[src/rtl/addsub_pkg.sv]
// addsub_pkg: shared opcode constants, FSM state type and counter-width helper
// for the slice-serial adder/subtractor.
package addsub_pkg;
  localparam logic OP_ADD = 1'b0;
  localparam logic OP_SUB = 1'b1;
  typedef enum logic [1:0] {IDLE, RUN, DONE} state_t;
  function automatic int clog2(input int n);
    int r;
    r = 0;
    while ((1 << r) < n) r++;
    return r;
  endfunction
endpackage

[src/rtl/addsub_slice.sv]
// addsub_slice: combinational SLICE-bit add/sub slice; also exposes the carry
// into the slice MSB so the top can derive signed overflow on the last slice.
module addsub_slice import addsub_pkg::*; #(
  parameter int SLICE = 4
) (
  input  logic [SLICE-1:0] a,
  input  logic [SLICE-1:0] b,
  input  logic             cin,
  input  logic             op,
  output logic [SLICE-1:0] sum,
  output logic             cout,
  output logic             c_msb_in
);
  logic [SLICE-1:0] w_b;
  assign w_b = b ^ {SLICE{op != OP_ADD}};
  assign {cout, sum} = {1'b0, a} + {1'b0, w_b} + {{SLICE{1'b0}}, cin};
  // sum MSB = a ^ b ^ carry-in, so the carry into the MSB falls out by XOR
  assign c_msb_in = sum[SLICE-1] ^ a[SLICE-1] ^ w_b[SLICE-1];
endmodule

[src/rtl/addsub_serial.sv]
// addsub_serial: WIDTH-bit add/sub processed SLICE bits per cycle through one
// time-multiplexed slice, with valid/ready handshakes and carry/ovf/zero flags.
module addsub_serial import addsub_pkg::*; #(
  parameter int WIDTH = 16,
  parameter int SLICE = 4
) (
  input  logic             clk,
  input  logic             rst_n,
  input  logic             in_valid,
  output logic             in_ready,
  input  logic [WIDTH-1:0] a,
  input  logic [WIDTH-1:0] b,
  input  logic             cin,
  input  logic             op,
  output logic             out_valid,
  input  logic             out_ready,
  output logic [WIDTH-1:0] ans,
  output logic             carry,
  output logic             ovf,
  output logic             zero
);
  localparam int NSLICE = WIDTH / SLICE;
  localparam int CW = (clog2(NSLICE) < 1) ? 1 : clog2(NSLICE);
  localparam logic [CW-1:0] LAST = CW'(NSLICE - 1);

  if (SLICE < 1 || WIDTH % SLICE != 0 || NSLICE < 1) begin : g_bad_param
    $error("addsub_serial: WIDTH must be a positive multiple of SLICE");
  end

  state_t           r_state, w_next;
  logic [WIDTH-1:0] r_a, r_b, r_ans;
  logic             r_op, r_carry, r_ovf;
  logic [CW-1:0]    r_cnt;
  logic [SLICE-1:0] w_sum;
  logic             w_cout, w_cmsb, w_last;

  assign w_last = r_cnt == LAST;

  addsub_slice #(.SLICE(SLICE)) u_slice (
    .a        (r_a[r_cnt*SLICE +: SLICE]),
    .b        (r_b[r_cnt*SLICE +: SLICE]),
    .cin      (r_carry),
    .op       (r_op),
    .sum      (w_sum),
    .cout     (w_cout),
    .c_msb_in (w_cmsb)
  );

  always_ff @(posedge clk or negedge rst_n)
    if (!rst_n) r_state <= IDLE;
    else        r_state <= w_next;

  always_comb begin
    w_next = r_state;
    case (r_state)
      IDLE:    if (in_valid) w_next = RUN;
      RUN:     if (w_last) w_next = DONE;
      DONE:    if (out_ready) w_next = IDLE;
      default: w_next = IDLE;
    endcase
  end

  // flags are only meaningful with out_valid, so they read 0 elsewhere
  always_comb begin
    in_ready  = r_state == IDLE;
    out_valid = r_state == DONE;
    ans       = r_ans;
    carry     = out_valid & r_carry;
    ovf       = out_valid & r_ovf;
    zero      = out_valid & ~|r_ans;
  end

  always_ff @(posedge clk or negedge rst_n)
    if (!rst_n) begin
      r_a     <= '0;
      r_b     <= '0;
      r_op    <= 1'b0;
      r_carry <= 1'b0;
      r_ovf   <= 1'b0;
      r_cnt   <= '0;
      r_ans   <= '0;
    end else if (in_valid && in_ready) begin
      r_a     <= a;
      r_b     <= b;
      r_op    <= op;
      r_carry <= cin ^ (op == OP_SUB);
      r_cnt   <= '0;
    end else if (r_state == RUN) begin
      r_ans[r_cnt*SLICE +: SLICE] <= w_sum;
      r_carry                     <= w_cout;
      r_cnt                       <= r_cnt + 1'b1;
      if (w_last) r_ovf <= w_cmsb ^ w_cout;
    end
endmodule

[config.mk]
export PLATFORM = sky130hd
export DESIGN_NAME = addsub_serial
export DESIGN_NICKNAME = d
export VERILOG_FILES = /design/src/rtl/addsub_pkg.sv /design/src/rtl/addsub_slice.sv /design/src/rtl/addsub_serial.sv
export SDC_FILE = /design/constraint.sdc
export NUM_CORES = 1
export LEC_CHECK = 0
export CAP_MARGIN = 15
export CORE_MARGIN = 2
export CORE_UTILIZATION = 33
export CTS_CLUSTER_DIAMETER = 80
export DETAILED_ROUTE_END_ITERATION = 10
export GPL_TIMING_DRIVEN = 0
export HOLD_SLACK_MARGIN = 0.12
export SETUP_SLACK_MARGIN = 0.05
export SLEW_MARGIN = 5
export SYNTH_ARGS = -nofsm -noshare
export SYNTH_HDL_FRONTEND = slang
export SYNTH_HIERARCHICAL = 1
export SYNTH_SLANG_ARGS = --single-unit
[constraint.sdc]
create_clock -name clk -period 3.1 [get_ports clk]
set_input_delay 0.62 -clock clk [delete_from_list [all_inputs] [get_ports clk]]
set_output_delay 0.62 -clock clk [all_outputs]
set_load 0.1 [all_outputs]
==> run summary, run 1 <==
synthesis-stage register bit count: 55
crit path time final: 2930 ps
DIE HEIGHT: 96.5 microns
Horiz. Die Dim: 96.5 microns
Overflow after GRT: 0
Max-Cap Viols: 0
post-synthesis cell type count: 36
Rows: 33
Hold-fix buffers, CTS: 0
Initial Utilization: 34.2%
Async S/R FF share, synth: 100%
CP startpoint kind: register
syn_nets: 233
RSZ-0062 raised after global routing: false
maximum clock path buffer count: 2
crit path kind: reg -> out
largest net degree at the start of global routing: 34
post-route insts no fill: 359
# clock sinks: 55
layout cell share with drive strength beyond 1: 27.6%
max-slew violation count: 0
# DRC: 0
max_slew headroom: 35.5%
Synth Area per Inst: 15.3 sq um
Wirelength per Cell: 15.3 microns
CP max FO: 10
worst skew pair latency: 300 ps
Final Setup Violations: 0
Num CTS Buffers: 5
Antenna diodes: 0
CTS tree: built
core area: 8260 sq um
Detailed Route WL: 5500 microns
io pins: 59
worst reg-to-reg path cell count: 10
Final Hold Fails: 0
Final ANT Viol Nets: 0
CTS Root Cell: clkbuf_8
vias in the first global route: 1886
Critical Path AT: 2310 ps
Clock transition at path regs: 100 ps
routed vias/inst: 4.82
number of enable flip-flop cells after synthesis: 0
hold_ws: 282 ps
Fmax: 0.341 GHz
Critical Path RT: 2480 ps
# nets final: 301
initial antenna violation count: 0
dpl cells: 349
1st-iter DRT viols: 30
Mapped Area: 2830 sq um
first drt pass iteration count: 6
period utilization: 94.5%
Core Util, Final: 44.8%
Filler cells: 773
yosys synthesis warning count: 6
r2r startpoint: r_cnt[0]
number of buffer cells added on primary ports: 58
Hold Crit Class: in -> async
GRT Total Usage: 13.2%
die area: 9320 sq um
sequential fraction of the synthesis area: 48.7%
placer congestion estimate: 0.750
Worst Skew: 8.62 ps
first-pass GRT wire length: 9340 microns
outcome: finished clean
CTS H-tree lvls: 2
Slew @ Worst Pin: 965 ps
Area Growth Syn to Fin: 31.0%
Critical Path Start: r_state[0]
via count: 1731
post-DP HPWL: 4220 microns
post-synthesis cell count: 185
Setup crit end kind: output port
main flop type after synthesis: dfrtp_1
## kinds of logic after synthesis
| family | synth area share [%] |
|---|---|
| buffers and inverters | 4.38 |
| and+or+nand+nor | 7.75 |
| adders and majority gates | 4.96 |
| DFF | 48.7 |
| xor gates and xnor gates | 3.68 |
| AOI/OAI and AO/OA | 7.17 |
| muxes | 23.3 |
## repair_timing
action | in CTS | in global routing
endpoints found under the setup margin | 2 | 6
setup buffers | 0 | 2
resized for setup | 2 | 3
pin swaps | 0 | 0
## metrics by stage
step / setup WS, ps / instance area [sq um] / setup TNS (ps)
after floorplan: 305 / 2840 / 0
after global placement: -350 / 3550 / -19070
after detailed placement: -2.50 / 3560 / -2.50
after CTS: 53.1 / 3680 / 0
after global routing: 50.3 / 3700 / 0
final: 172 / 3700 / 0
## critical path, cell delays in order (launching register included)
cell and delay [ps]:
dfrtp_1 390, buf_6 140, and2b_2 230, and2_1 130, clkdlybuf4s50_1 1120
## flip-flops by register name, indices dropped and copies added (netlist names)
name,count
ans,16
r_a,16
r_b,16
r_carry,1
r_cnt,2
r_op,1
r_ovf,1
r_state,2
## cell usage after synthesis, drive strengths merged (2+ instances only)
library cell / number / area, sq um
and2: 2 / 12.5
nor2: 2 / 7.51
inv: 8 / 30.0
nand2: 3 / 11.3
nor4: 5 / 61.3
ha: 8 / 100
a22o: 16 / 140
buf: 6 / 90.1
nor3: 2 / 15.0
dfrtp: 55 / 1380
o21ai: 4 / 20.0
xor2: 5 / 51.3
mux2: 33 / 469
mux4: 8 / 180
a21o: 3 / 22.5
xnor2: 6 / 52.6
fa: 2 / 40.0
nand2b: 2 / 12.5
nand3b: 5 / 41.3
## placed cells by master, fill, tap and decap left out, types with 4 or more instances in the layout
| cell type | synthesis | final |
|---|---|---|
| clkdlybuf4s50_1 | 0 | 56 |
| dfrtp_1 | 55 | 54 |
| mux2_4 | 26 | 26 |
| a22o_1 | 16 | 16 |
| inv_1 | 8 | 8 |
| mux4_2 | 8 | 8 |
| ha_1 | 8 | 8 |
| mux2_2 | 7 | 7 |
| xnor2_1 | 6 | 6 |
| clkbuf_8 | 0 | 6 |
| nand3b_1 | 4 | 4 |
| buf_12 | 3 | 4 |
| o21ai_0 | 4 | 4 |
| xor2_1 | 4 | 4 |
## final cells by class
cell class / instances / area (sq um) / share of cell area, %
tap: 105 / 131 / 3.55
inverter: 8 / 30.0 / 0.811
timing repair buffer: 61 / 609 / 16.5
multi-input combinational: 115 / 1340 / 36.1
buffer: 7 / 98.8 / 2.67
clock inverter: 2 / 35.0 / 0.947
sequential: 55 / 1380 / 37.2
clock buffer: 6 / 82.6 / 2.23
## layer usage
metal	part of all wire [%]	vias to the layer above	track usage [%]
li1	-	810	-
met4	0.62	0	3.52
met1	47	880	17.8
met2	48	39	22.0
met3	3.9	2	2.40
met5	0	-	0
## worst paths after layout
kind	end	slack (ps)
setup / recovery	ovf	170
min in group clk	r_ovf	490
hold / removal	r_a[6]	280
max in group asynchronous	r_cnt[0]	2230
hold reg to reg	r_ovf	490
setup reg to reg	r_ovf	280
Power of run 1 is left out: the tool's default activity adds up to more than one toggle a clock period on the data nets, which glitch-free logic cannot reach.
==> inputs of run 2 (changes only) <==
--- a/config.mk
+++ b/config.mk
@@ -5,7 +5,7 @@
 export SDC_FILE = /design/constraint.sdc
 export NUM_CORES = 1
 export LEC_CHECK = 0
-export CAP_MARGIN = 15
+export CAP_MARGIN = 20
 export CORE_MARGIN = 2
 export CORE_UTILIZATION = 33
 export CTS_CLUSTER_DIAMETER = 80
==> results of run 2 <==
The final DEF is identical to that of run 1; final timing and power are the same.
Power of run 2 is left out for the same reason.
==> inputs of run 3 (changes only) <==
--- a/config.mk
+++ b/config.mk
@@ -5,10 +5,12 @@
 export SDC_FILE = /design/constraint.sdc
 export NUM_CORES = 1
 export LEC_CHECK = 0
+export ABC_CLOCK_PERIOD_IN_PS = 3100
 export CAP_MARGIN = 20
 export CORE_MARGIN = 2
 export CORE_UTILIZATION = 33
 export CTS_CLUSTER_DIAMETER = 80
+export CTS_CLUSTER_SIZE = 30
 export DETAILED_ROUTE_END_ITERATION = 10
 export GPL_TIMING_DRIVEN = 0
 export HOLD_SLACK_MARGIN = 0.12
==> results of run 3 <==
The final DEF is identical to that of run 1; final timing and power are the same.
Power of run 3 is left out for the same reason.
